--- src/rtl/hazard_ctrl_if.sv ---
// ID/EX hazard inputs and pipeline control outputs of the hazard controller.
interface hazard_ctrl_if #(
  parameter int CNT_W = 16
);
  logic [4:0]       id_rs;
  logic [4:0]       id_rt;
  logic             id_uses_rt;
  logic             id_branch;
  logic             id_branch_taken;
  logic             id_md_start;
  logic             id_md_is_div;
  logic             id_uses_hilo;
  logic             ex_memread;
  logic             ex_regwrite;
  logic [4:0]       ex_wa;
  logic             we_pc;
  logic             we_ifid;
  logic             flush_ifid;
  logic             flush_idex;
  logic             md_go;
  logic             md_busy;
  logic             md_done;
  logic [CNT_W-1:0] stall_cnt;

  modport slave (
    input  id_rs, id_rt, id_uses_rt, id_branch, id_branch_taken,
           id_md_start, id_md_is_div, id_uses_hilo,
           ex_memread, ex_regwrite, ex_wa,
    output we_pc, we_ifid, flush_ifid, flush_idex,
           md_go, md_busy, md_done, stall_cnt
  );

  modport master (
    output id_rs, id_rt, id_uses_rt, id_branch, id_branch_taken,
           id_md_start, id_md_is_div, id_uses_hilo,
           ex_memread, ex_regwrite, ex_wa,
    input  we_pc, we_ifid, flush_ifid, flush_idex,
           md_go, md_busy, md_done, stall_cnt
  );
endinterface

--- src/rtl/hazard_ctrl.sv ---
// Pipeline hazard controller: load-use / branch-operand stalls, taken-branch
// flush, and sequencing of the multi-cycle mult/div unit.
//
// state  | meaning
// S_IDLE | mult/div unit free, may accept md_go
// S_BUSY | unit computing, r_cnt counts remaining BUSY cycles minus one
// S_DONE | single cycle, HI/LO committed at its end
module hazard_ctrl #(
  parameter int MULT_CYCLES = 4,
  parameter int DIV_CYCLES  = 32,
  parameter int CNT_W       = 16
) (
  input  logic          clk,
  input  logic          rst_n,
  hazard_ctrl_if.slave  bus
);

  localparam int MAX_CYC = (MULT_CYCLES > DIV_CYCLES) ? MULT_CYCLES : DIV_CYCLES;
  localparam int MD_W    = (MAX_CYC > 1) ? $clog2(MAX_CYC) : 1;
  localparam logic [MD_W-1:0] MULT_LOAD = MD_W'(MULT_CYCLES - 1);
  localparam logic [MD_W-1:0] DIV_LOAD  = MD_W'(DIV_CYCLES - 1);

  typedef enum logic [1:0] {
    S_IDLE = 2'd0,
    S_BUSY = 2'd1,
    S_DONE = 2'd2
  } md_state_t;

  md_state_t        r_state;
  logic [MD_W-1:0]  r_cnt;
  logic             r_busy;
  logic             r_done;
  logic [CNT_W-1:0] r_stall_cnt;

  logic w_rs_hit, w_rt_match, w_rt_hit;
  logic w_load_use, w_br_dep, w_md_stall, w_stall, w_md_go;

  // $0 is hardwired, so a zero field never matches
  assign w_rs_hit   = (bus.id_rs != 5'd0) && (bus.id_rs == bus.ex_wa);
  assign w_rt_match = (bus.id_rt != 5'd0) && (bus.id_rt == bus.ex_wa);
  assign w_rt_hit   = bus.id_uses_rt && w_rt_match;

  assign w_load_use = bus.ex_memread && (w_rs_hit || w_rt_hit);
  // branches compare both operands in ID regardless of id_uses_rt
  assign w_br_dep   = bus.id_branch && bus.ex_regwrite && (w_rs_hit || w_rt_match);
  assign w_md_stall = (r_state != S_IDLE) && (bus.id_uses_hilo || bus.id_md_start);
  assign w_stall    = w_load_use || w_br_dep || w_md_stall;
  assign w_md_go    = bus.id_md_start && (r_state == S_IDLE) && !w_stall;

  // reset forces the pipeline frozen and both stage registers flushed
  assign bus.we_pc      = rst_n && !w_stall;
  assign bus.we_ifid    = rst_n && !w_stall;
  assign bus.flush_idex = !rst_n || w_stall;
  assign bus.flush_ifid = !rst_n || (!w_stall && bus.id_branch && bus.id_branch_taken);
  assign bus.md_go      = rst_n && w_md_go;
  assign bus.md_busy    = rst_n && r_busy;
  assign bus.md_done    = r_done;
  assign bus.stall_cnt  = r_stall_cnt;

  // mult/div sequencer with registered busy/done flags
  always_ff @(posedge clk or negedge rst_n) begin
    if (!rst_n) begin
      r_state <= S_IDLE;
      r_cnt   <= '0;
      r_busy  <= 1'b0;
      r_done  <= 1'b0;
    end else begin
      case (r_state)
        S_IDLE: begin
          r_done <= 1'b0;
          if (w_md_go) begin
            r_cnt   <= bus.id_md_is_div ? DIV_LOAD : MULT_LOAD;
            r_state <= S_BUSY;
            r_busy  <= 1'b1;
          end
        end
        S_BUSY: begin
          if (r_cnt == '0) begin
            r_state <= S_DONE;
            r_busy  <= 1'b0;
            r_done  <= 1'b1;
          end else begin
            r_cnt <= r_cnt - MD_W'(1);
          end
        end
        S_DONE: begin
          r_done  <= 1'b0;
          r_state <= S_IDLE;
        end
        default: begin
          r_state <= S_IDLE;
          r_busy  <= 1'b0;
          r_done  <= 1'b0;
        end
      endcase
    end
  end

  // saturating count of stalled cycles
  always_ff @(posedge clk or negedge rst_n) begin
    if (!rst_n) begin
      r_stall_cnt <= '0;
    end else if (w_stall && (r_stall_cnt != {CNT_W{1'b1}})) begin
      r_stall_cnt <= r_stall_cnt + CNT_W'(1);
    end
  end

endmodule

--- src/flat_wrapper.sv ---
// flat-port wrapper written by rule: the top's interface ports become plain ports
module hazard_ctrl_flat 
#(
  parameter int MULT_CYCLES = 4,
  parameter int DIV_CYCLES  = 32,
  parameter int CNT_W       = 16
)
  (clk, rst_n, bus_id_rs, bus_id_rt, bus_id_uses_rt, bus_id_branch, bus_id_branch_taken, bus_id_md_start, bus_id_md_is_div, bus_id_uses_hilo, bus_ex_memread, bus_ex_regwrite, bus_ex_wa, bus_we_pc, bus_we_ifid, bus_flush_ifid, bus_flush_idex, bus_md_go, bus_md_busy, bus_md_done, bus_stall_cnt);
  hazard_ctrl_if #(.CNT_W(CNT_W)) bus_i ();
  input  logic clk;
  input  logic rst_n;
  input wire logic [$bits(bus_i.id_rs)-1:0] bus_id_rs;
  input wire logic [$bits(bus_i.id_rt)-1:0] bus_id_rt;
  input wire logic [$bits(bus_i.id_uses_rt)-1:0] bus_id_uses_rt;
  input wire logic [$bits(bus_i.id_branch)-1:0] bus_id_branch;
  input wire logic [$bits(bus_i.id_branch_taken)-1:0] bus_id_branch_taken;
  input wire logic [$bits(bus_i.id_md_start)-1:0] bus_id_md_start;
  input wire logic [$bits(bus_i.id_md_is_div)-1:0] bus_id_md_is_div;
  input wire logic [$bits(bus_i.id_uses_hilo)-1:0] bus_id_uses_hilo;
  input wire logic [$bits(bus_i.ex_memread)-1:0] bus_ex_memread;
  input wire logic [$bits(bus_i.ex_regwrite)-1:0] bus_ex_regwrite;
  input wire logic [$bits(bus_i.ex_wa)-1:0] bus_ex_wa;
  output wire logic [$bits(bus_i.we_pc)-1:0] bus_we_pc;
  output wire logic [$bits(bus_i.we_ifid)-1:0] bus_we_ifid;
  output wire logic [$bits(bus_i.flush_ifid)-1:0] bus_flush_ifid;
  output wire logic [$bits(bus_i.flush_idex)-1:0] bus_flush_idex;
  output wire logic [$bits(bus_i.md_go)-1:0] bus_md_go;
  output wire logic [$bits(bus_i.md_busy)-1:0] bus_md_busy;
  output wire logic [$bits(bus_i.md_done)-1:0] bus_md_done;
  output wire logic [$bits(bus_i.stall_cnt)-1:0] bus_stall_cnt;
  assign bus_i.id_rs = bus_id_rs;
  assign bus_i.id_rt = bus_id_rt;
  assign bus_i.id_uses_rt = bus_id_uses_rt;
  assign bus_i.id_branch = bus_id_branch;
  assign bus_i.id_branch_taken = bus_id_branch_taken;
  assign bus_i.id_md_start = bus_id_md_start;
  assign bus_i.id_md_is_div = bus_id_md_is_div;
  assign bus_i.id_uses_hilo = bus_id_uses_hilo;
  assign bus_i.ex_memread = bus_ex_memread;
  assign bus_i.ex_regwrite = bus_ex_regwrite;
  assign bus_i.ex_wa = bus_ex_wa;
  assign bus_we_pc = bus_i.we_pc;
  assign bus_we_ifid = bus_i.we_ifid;
  assign bus_flush_ifid = bus_i.flush_ifid;
  assign bus_flush_idex = bus_i.flush_idex;
  assign bus_md_go = bus_i.md_go;
  assign bus_md_busy = bus_i.md_busy;
  assign bus_md_done = bus_i.md_done;
  assign bus_stall_cnt = bus_i.stall_cnt;
  hazard_ctrl #(.MULT_CYCLES(MULT_CYCLES), .DIV_CYCLES(DIV_CYCLES), .CNT_W(CNT_W)) u_core (.clk(clk), .rst_n(rst_n), .bus(bus_i));
endmodule
--- config.mk ---
export PLATFORM = sky130hd
export DESIGN_NAME = hazard_ctrl_flat
export DESIGN_NICKNAME = d
export VERILOG_FILES = /design/src/rtl/hazard_ctrl_if.sv /design/src/rtl/hazard_ctrl.sv /design/src/flat_wrapper.sv
export SDC_FILE = /design/constraint.sdc
export NUM_CORES = 1
export LEC_CHECK = 0
export BUFFER_PORTS_ARGS = -buffer_cell sky130_fd_sc_hd__buf_2
export CORE_UTILIZATION = 25
export DETAILED_ROUTE_END_ITERATION = 10
export PLACE_DENSITY = 0.45
export SETUP_SLACK_MARGIN = 0.2
export SLEW_MARGIN = 5
export SYNTH_ARGS = -nofsm -noshare
export SYNTH_HDL_FRONTEND = slang
export SYNTH_SLANG_ARGS = --single-unit
--- constraint.sdc ---
create_clock -name clk -period 5.5 [get_ports clk]
set_input_delay 0.825 -clock clk [delete_from_list [all_inputs] [get_ports clk]]
set_output_delay 0.825 -clock clk [all_outputs]
set_load 0.02 [all_outputs]
==> results of run 1 <==
power groups by stage:
stage               Sequential [mW]  Clock, mW  Combinational, mW
floorplan                     0.331          0              0.166
finish                        0.304      0.107              0.276
detailed placement            0.307          0              0.280
global route                  0.315      0.119              0.316
global placement              0.309          0              0.281
CTS                           0.304      0.113              0.280
flip-flops by register name, indices dropped and copies added, names as in the netlist:
register / count
u_core.bus.md_done: 1
u_core.bus.stall_cnt: 16
u_core.r_busy: 1
u_core.r_cnt: 5
u_core.r_state: 2
worst max-delay path, stage by stage:
cell and delay [ns]:
buf_2 0.11, or4_4 0.53, a21oi_2 0.14, or3_1 0.15
and4_1 0.39, and2_1 0.17, buf_2 0.16
area by class of cell:
type / count / area [um^2]
repair buffers: 47 / 235
fillers: 614 / 3770
clock buffers: 4 / 45.0
multi-input cells: 121 / 826
well taps: 72 / 90.1
inverters: 5 / 18.8
flip-flops and latches: 25 / 626
routing by layer:
metal,share of wire [%],up-vias,global-route usage [%]
met2,49,18,20.1
met3,3.0,2,2.76
met1,48,627,16.2
met4,0.44,0,1.64
met5,0,-,0
li1,-,653,-
cell usage in the layout, fill, tap and decap left out, drive strengths merged, types with 4 or more instances in the layout:
cell,Yosys,routed
nand4,6,6
and3,5,5
nor2,15,15
nor3,8,8
clkbuf,0,4
inv,5,5
buf,2,47
xor2,6,6
dfrtp,25,25
and2,6,6
a21oi,5,5
xnor2,15,15
nand2,9,9
nand3,7,7
cell families (layout without fill, tap and decap cells):
family | Yosys count | in the layout | synth area share (%)
AND/OR/NAND/NOR | 72 | 72 | 27.2
flip-flops | 25 | 25 | 42.0
AO/OA/AOI/OAI | 24 | 24 | 12.6
XOR/XNOR | 21 | 21 | 12.4
buffers and inverters | 7 | 56 | 2.52
adder cells (fa/ha/maj) | 3 | 3 | 2.52
multiplexers | 1 | 1 | 0.756
worst paths after layout:
| check | from | to | slack, ns | depth (start not counted) |
|---|---|---|---|---|
| worst max-delay path | bus_id_rs[0] | bus_md_go | 2.20 | 7 |
| worst min-delay path | u_core.r_busy | u_core.r_busy | 0.48 | 1 |
| worst max register to register | u_core.bus.stall_cnt[0] | u_core.bus.stall_cnt[1] | 3.11 | 6 |
| worst min register to register | u_core.r_busy | u_core.r_busy | 0.48 | 1 |
| max in group asynchronous | rst_n | u_core.bus.stall_cnt[3] | 4.53 | 1 |
| min in group asynchronous | rst_n | u_core.bus.md_done | 0.57 | 1 |
through the flow:
step	total power, mW	area, um^2
after floorplan	0.497	1490
after global placement	0.590	1800
after detailed placement	0.587	1800
after CTS	0.698	1840
after global routing	0.750	1840
final	0.687	1840
==> impl_metrics.csv, run 1 <==
group,metric,value,unit
global_routing,antenna_found_initial,0,
worst_setup_path,worstPathMaxFanout,9,
sta,relSlewSlack,59.5,%
floorplanning,die_area,6270,um^2
clock_network,cts_tree,"yes",
routing,num_vias,1300,
routing,drt-initial-drc-count,48,
power,p_clk_share,15.5,%
yosys,avgSynthCellArea,9.73,um^2
yosys,post-synth-top-area-cell,"dfrtp_1",
clock_network,ctsHoldBuffers,0,
yosys,synth_common_cells,"25 x dfrtp_1, 15 x xnor2_1, 14 x nor2_1, 9 x nand2_1, 8 x nor3_1",
routing,via_per_inst,4.74,
global_routing,grt-ovfl-total,0,
clock_network,clockRootBuffer,"clkbuf_8",
power,power_frac_seq,44.3,%
floorplanning,chipWidth,79.2,um
global_routing,grt_pass1_wl,6010,um
finish,num_antenna_cells,0,
power,switching_share,40.8,%
sta,setup_viol,0,
yosys,synth_fp_nets,181,
yosys,synthCells,153,
power,combPwrFrac,40.2,%
sta,skew,0.00169,ns
sta,whs,0.485,ns
worst_setup_path,crit_path_start_kind,"primary input",
floorplanning,die_y,79.2,um
global_routing,grt_pass1_vias,1275,
worst_setup_path,endpoint_kind,"output pin",
sta,timing.final.crit_share,59.9,%
flow_run,maxCapViolations,0,
routing,dr.pass1.iters,4,
min_path,min_path_type,"reg2reg",
sta,fin_tns_setup,0,ns
finish,drive_gt1_share,30.2,%
clock_network,clock-sinks,25,
clock_network,clock_path_buffers,2,
routing,drc,0,
finish,postLayoutCoreUtil,32.8,%
placement,numPortBuffers,47,
clock_network,htree_levels,1,
worst_setup_path,cp.arrival,2.47,ns
yosys,async_flop_share,100,%
placement,place_hpwl,2640,um
yosys,synth_top_flop_cell,"dfrtp_1",
floorplanning,core_area,5610,um^2
yosys,synth.area.top_cells,"dfrtp_1 42%, xnor2_1 8.8%, nor2_1 3.5%, xor2_1 3.5%, nor3_1 2.7%",
sta,hold_viol_final,0,
finish,nets,231,
yosys,synth_area,1490,um^2
yosys,yosysSeqAreaShare,42.0,%
yosys,yosys.area.top_type_share,42.0,%
power,ir_worst_vdd,0.203,mV
floorplanning,num_rows,27,
sta,slew_violations,0,
global_routing,grt_usage,12.1,%
routing,ant_nets,0,
clock_network,clk_latency,0.26,ns
sta,worst_pin_slew,0.600,ns
sta,fin_crit,3.30,ns
finish,fin_cells,274,
routing,wire_per_inst,12.4,um
clock_network,cts_resized,0,
yosys,synth_edf_count,0,
worst_setup_path,critPathRequiredTime,4.68,ns
finish,area_growth,23.6,%
floorplanning,start_util,26.6,%
power,p_sw,0.280,mW
yosys,ys_ff_latch,25,
routing,wirelength,3390,um
global_routing,grt_max_degree,31,
worst_setup_path,crit_type,"in2out",
placement,dp_slack,2.19,ns
clock_network,clk_pin_slew,0.08,ns
yosys,synth_most_common_cell,"dfrtp_1",
placement,dp_cells,270,
sta,max_freq,303,MHz
clock_network,cts_inserted_buffers,3,
sta,rsz0062_at_grt,"false",
power,leakagePower,0.868,nW
yosys,synth.distinct_cells,41,
power,p_int,0.407,mW
placement,gp_congestion,0.782,
clock_network,cts_setup_buffers,0,
yosys,yosys_warnings,0,
floorplanning,ios,48,
power,power.density,373,nW/um^2
run_status,status,"finished clean",
sta,finalWorstSetupSlack,2.20,ns
No activity file was read; power rests on OpenSTA's default activity.
==> inputs of run 2 (changes only) <==
==> constraint.sdc (replaced) <==
create_clock -name clk -period 3.4 [get_ports clk]
set_input_delay 0.51 -clock clk [delete_from_list [all_inputs] [get_ports clk]]
set_output_delay 0.51 -clock clk [all_outputs]
set_load 0.02 [all_outputs]
==> run 2 against run 1 <==
Compared with the run above:
- hold slack got worse by 0.32 ns
- combinational power up 64%
- final cell count grew 0.36%
- critical endpoint unchanged
==> impl_metrics.csv, run 2 (synthesized netlist as in run 1, its figures left out) <==
group,metric,value,unit
clock_network,clock-sinks,25,
flow_run,maxCapViolations,0,
clock_network,clock_path_buffers,2,
finish,largest_register_ff_count,16,
finish,num_antenna_cells,0,
clock_network,clockRootBuffer,"clkbuf_8",
worst_setup_path,critPathRequiredTime,2.89,ns
floorplanning,ios,48,
global_routing,grt_pass1_wl,5930,um
worst_setup_path,path_cells,"buf_2, or4_4, a21oi_2, or3_1, and4_1, and2_1, buf_2",
sta,worst_pin_slew,0.519,ns
clock_network,cts_resized,0,
worst_setup_path,cp.arrival,2.16,ns
clock_network,clk_latency,0.27,ns
routing,wirelength,3530,um
worst_setup_path,critPathMostFrequentCell,"buf_2",
routing,via_per_inst,4.74,
power,leakagePower,0.873,nW
floorplanning,core_area,5610,um^2
worst_setup_path,max_stage_delay,0.52,ns
finish,final_cell_mix,"47 x buf_2, 25 x dfrtp_1, 15 x xnor2_1",
worst_setup_path,path_delay_family,"simple AND/OR/NAND/NOR gates",
finish,final_cell_area,1850,um^2
worst_setup_path,critPathBufInv,2,
power,power,1.12,mW
sta,fin_tns_setup,0,ns
clock_network,cts_setup_buffers,0,
worst_setup_path,endpoint_kind,"output pin",
sta,slew_violations,0,
clock_network,htree_levels,1,
clock_network,cts_inserted_buffers,3,
power,ir_worst_vdd,0.328,mV
routing,ant_nets,0,
floorplanning,num_rows,27,
worst_setup_path,r2r_end,"u_core.bus.stall_cnt[1]",
sta,fin_crit,2.67,ns
placement,place_hpwl,2720,um
floorplanning,die_area,6270,um^2
global_routing,grt-ovfl-total,0,
global_routing,grt_usage,12.0,%
global_routing,antenna_found_initial,0,
worst_setup_path,crit_path_start_kind,"primary input",
finish,drive_gt1_share,30.5,%
routing,dr.pass1.iters,4,
floorplanning,die_y,79.2,um
clock_network,ctsHoldBuffers,0,
clock_network,cts_tree,"yes",
routing,wire_per_inst,12.8,um
finish,postLayoutCoreUtil,33.0,%
placement,numPortBuffers,47,
routing,drt-initial-drc-count,13,
placement,dpl_cell_area,1800,um^2
placement,gp_congestion,0.783,
worst_setup_path,reg2reg_slack,1.00,ns
floorplanning,chipWidth,79.2,um
min_path,min_path_type,"in2async",
run_status,status,"finished clean",
sta,skew,0.00758,ns
sta,rsz0062_at_grt,"false",
sta,setup_viol,0,
global_routing,grt_max_degree,22,
routing,num_vias,1303,
power,power.density,608,nW/um^2
routing,drc,0,
sta,finalWorstSetupSlack,0.733,ns
finish,area_growth,24.1,%
placement,dp_slack,0.731,ns
floorplanning,start_util,26.6,%
finish,final_common_cell,"buf_2",
clock_network,clk_pin_slew,0.09,ns
worst_setup_path,r2r-start,"u_core.bus.stall_cnt[0]",
sta,hold_viol_final,0,
sta,relSlewSlack,65.0,%
worst_setup_path,crit_type,"in2out",
sta,max_freq,375,MHz
finish,nets,232,
global_routing,grt_pass1_vias,1254,
sta,timing.final.crit_share,78.4,%
worst_setup_path,cp_slowest_cell,"or4_4",
worst_setup_path,r2r_cells,6,
worst_setup_path,worstPathMaxFanout,9,
==> run 2: changes by cell type in the layout (fill, tap and decap cells not counted), sizes merged <==
cell,change
buf,+1
==> run 2: report_power, final <==
part           total [mW]  switching [mW]  internal, mW
sequential          0.494           0.108         0.386
clock               0.177          0.0928        0.0838
combinational       0.453           0.263         0.190
total                1.12           0.464         0.659
==> run 2: routing by layer <==
| layer | GRT usage, % | routed length [um] | vias to the layer above |
|---|---|---|---|
| li1 | - | - | 655 |
| met1 | 15.7 | 1700 | 619 |
| met2 | 20.0 | 1680 | 27 |
| met3 | 3.33 | 138 | 2 |
| met4 | 2.00 | 15 | 0 |
| met5 | 0 | 0 | - |
==> run 2: final cells by class <==
| cell class | count | area, um^2 |
|---|---|---|
| fillers | 616 | 3760 |
| multi-input cells | 121 | 826 |
| flip-flops and latches | 25 | 626 |
| repair buffers | 48 | 243 |
| well taps | 72 | 90.1 |
| clock buffers | 4 | 45.0 |
| inverters | 5 | 18.8 |
==> run 2: how the worst max path moves through the flow <==
stage | start | to | slack (ns) | cells past startpoint
after global routing | bus_id_rs[0] | bus_md_go | 0.63 | 7
final | bus_id_rs[0] | bus_md_go | 0.73 | 7
after global placement | bus_id_rs[0] | bus_md_go | 0.74 | 7
after floorplan | bus_id_rt[1] | bus_flush_ifid | 0.92 | 5
after detailed placement | bus_id_rs[0] | bus_md_go | 0.73 | 7
after CTS | bus_id_rs[0] | bus_md_go | 0.73 | 7
==> run 2: per-stage QoR <==
stage | instances | hold WS, ns
finish | 275 | 0.167
global route | 275 | 0.195
CTS | 275 | 0.183
detailed placement | 271 | 0.472
global placement | 271 | 0.473
floorplan | 153 | 0.214
==> inputs of run 3 (changes only) <==
--- a/config.mk
+++ b/config.mk
@@ -5,10 +5,11 @@
 export SDC_FILE = /design/constraint.sdc
 export NUM_CORES = 1
 export LEC_CHECK = 0
+export ABC_AREA = 1
 export BUFFER_PORTS_ARGS = -buffer_cell sky130_fd_sc_hd__buf_2
 export CORE_UTILIZATION = 25
 export DETAILED_ROUTE_END_ITERATION = 10
-export PLACE_DENSITY = 0.45
+export PLACE_DENSITY = 0.46
 export SETUP_SLACK_MARGIN = 0.2
 export SLEW_MARGIN = 5
 export SYNTH_ARGS = -nofsm -noshare
==> constraint.sdc (replaced) <==
create_clock -name clk -period 2.3 [get_ports clk]
set_input_delay 0.345 -clock clk [delete_from_list [all_inputs] [get_ports clk]]
set_output_delay 0.345 -clock clk [all_outputs]
set_load 0.02 [all_outputs]
==> run 3 against run 2 <==
Compared with the run above:
- the run now ends with design-rule violations left
- combinational power grew 90%
- global-route usage fell by 0.19 points
- die area up 14%
- power increased by 61%
- largest cell class unchanged
- final area increased by 13%
- via count grew 22%
- critical path depth is 1 lower
- wire length grew 14%
- clock power rose by 51%
==> impl_metrics.csv, run 3 <==
group,metric,value,unit
yosys,async_flop_share,100,%
finish,drive_gt1_share,21.1,%
sta,skew,0.00371,ns
finish,final_cell_area,2080,um^2
clock_network,htree_levels,1,
floorplanning,num_rows,29,
sta,setup_viol,0,
sta,fin_crit,1.94,ns
yosys,synth_edf_count,0,
flow_run,maxCapViolations,0,
worst_setup_path,crit_type,"in2out",
sta,relSlewSlack,74.7,%
yosys,yosys.area.top_type_share,36.8,%
power,ir_worst_vdd,0.420,mV
yosys,synth.distinct_cells,22,
worst_setup_path,critPathRequiredTime,1.96,ns
clock_network,cts_tree,"yes",
floorplanning,chipWidth,84.5,um
yosys,yosysSeqAreaShare,36.8,%
sta,max_freq,514,MHz
finish,area_growth,22.4,%
global_routing,grt_pass1_wl,6930,um
global_routing,grt-ovfl-total,0,
yosys,synthCells,243,
clock_network,clock_path_buffers,2,
min_path,min_path_type,"in2reg",
placement,place_hpwl,3190,um
global_routing,grt_max_degree,18,
routing,ant_nets,0,
finish,num_antenna_cells,0,
yosys,ys_ff_latch,25,
floorplanning,die_y,84.5,um
floorplanning,ios,48,
routing,num_vias,1593,
yosys,yosys_warnings,0,
worst_setup_path,crit_path_start_kind,"primary input",
global_routing,grt_usage,11.9,%
sta,whs,0.430,ns
clock_network,clk_pin_slew,0.09,ns
clock_network,clk_latency,0.27,ns
finish,largest_register_ff_count,16,
routing,via_per_inst,4.29,
routing,dr.pass1.iters,7,
yosys,synth_common_cells,"87 x nand2_1, 31 x nand3_1, 25 x dfrtp_1, 24 x inv_1, 24 x nor2_1",
clock_network,clockRootBuffer,"clkbuf_8",
power,power,1.81,mW
placement,gp_congestion,0.746,
floorplanning,core_area,6460,um^2
placement,dpl_cell_area,2020,um^2
yosys,post-synth-top-area-cell,"dfrtp_1",
routing,wire_per_inst,10.8,um
worst_setup_path,cp.arrival,1.60,ns
worst_setup_path,worstPathMaxFanout,12,
yosys,synth_top_flop_cell,"dfrtp_1",
sta,rsz0062_at_grt,"false",
run_status,violations,"design-rule violations",
power,p_clk_share,14.7,%
routing,drt-initial-drc-count,55,
yosys,synth_most_common_cell,"nand2_1",
finish,nets,323,
global_routing,antenna_found_initial,0,
worst_setup_path,critPathLaunch,"rst_n",
power,power.density,870,nW/um^2
finish,final_common_cell,"nand2_1",
yosys,avgSynthCellArea,7.00,um^2
clock_network,cts_inserted_buffers,3,
power,switching_share,44.9,%
yosys,synth.area.top_cells,"dfrtp_1 37%, nand2_1 19%, nand3_1 9.1%, xor2_1 8.2%, inv_1 5.3%",
power,p_int,0.998,mW
run_status,status,"finished with violations",
worst_setup_path,r2r-start,"u_core.bus.stall_cnt[0]",
floorplanning,die_area,7140,um^2
power,combPwrFrac,47.5,%
power,power_frac_seq,37.8,%
sta,slew_violations,0,
routing,drc,10,
placement,numPortBuffers,47,
routing,wirelength,4000,um
sta,timing.final.crit_share,84.5,%
power,p_sw,0.814,mW
power,leakagePower,1.13,nW
worst_setup_path,endpoint_kind,"output pin",
sta,fin_tns_setup,0,ns
yosys,synth_fp_nets,271,
yosys,synth_area,1700,um^2
sta,worst_pin_slew,0.377,ns
floorplanning,start_util,26.3,%
min_path,hp-start,"bus_id_md_is_div",
clock_network,clock-sinks,25,
global_routing,grt_pass1_vias,1581,
sta,hold_viol_final,0,
finish,final_cell_mix,"87 x nand2_1, 47 x buf_2, 31 x nand3_1",
-- run 3: cells by family (layout without fill, tap and decap cells) --
logic type / after synthesis / in the layout / synth area share, %
xor gates and xnor gates: 20 / 20 / 10.3
and+or+nand+nor: 157 / 157 / 40.7
adders and majority gates: 3 / 3 / 2.21
DFF: 25 / 25 / 36.8
buffers and inverters: 28 / 79 / 6.99
AOI/OAI and AO/OA: 10 / 10 / 3.09
-- run 3: critical path, stage by stage --
cell and delay, ns:
dlygate4sd3_1 0.52, buf_2 0.27, inv_1 0.09, nor2_1 0.17, inv_1 0.05, buf_2 0.15
-- run 3: path summary, 6_finish.rpt --
path                                                  to  slack [ns]  cells past startpoint
min in group asynchronous       u_core.bus.stall_cnt[11]        0.48                      2
worst min register to register  u_core.bus.stall_cnt[14]        0.51                      2
worst max register to register   u_core.bus.stall_cnt[5]        0.51                      9
worst max-delay path                      bus_flush_idex        0.36                      6
worst min-delay path                     u_core.r_cnt[4]        0.43                      5
max in group asynchronous                u_core.r_cnt[1]        1.30                      3
-- run 3: cell type report --
type	instances	area, um^2
fill	732	4380
multi-input combinational	190	957
sequential	25	626
timing repair buffer	51	268
tap	77	96.3
inverter	24	90.1
clock buffer	4	45.0
-- run 3: timing repair --
item,CTS,global route
hold buffers,1,0
resized for setup,0,0
setup endpoints to repair,0,1
buffers inserted,0,1
hold endpoints to repair,8,0
-- run 3: routing by layer --
| layer | vias up | part of all wire, % | global-route usage [%] |
|---|---|---|---|
| li1 | 862 | - | - |
| met2 | 25 | 43 | 19.2 |
| met1 | 704 | 52 | 16.4 |
| met3 | 2 | 3.8 | 1.38 |
| met5 | - | 0 | 0 |
| met4 | 0 | 0.95 | 4.16 |
-- run 3: per-stage QoR --
stage	worst slack (ns)	util, %	instances
6_report	0.355	32.2	371
5_1_grt	0.250	32.2	371
4_1_cts	0.296	32.1	370
3_5_place_dp	0.478	31.3	365
3_3_place_gp	0.474	31.3	365
2_1_floorplan	0.452	-	243
-- run 3: power by group through the flow --
| stage | sequential [mW] | clock [mW] | combinational [mW] |
|---|---|---|---|
| after floorplan | 0.735 | 0 | 0.577 |
| after global placement | 0.695 | 0 | 0.867 |
| after detailed placement | 0.692 | 0 | 0.865 |
| after CTS | 0.686 | 0.278 | 0.869 |
| after global routing | 0.707 | 0.291 | 0.990 |
| final | 0.685 | 0.267 | 0.860 |
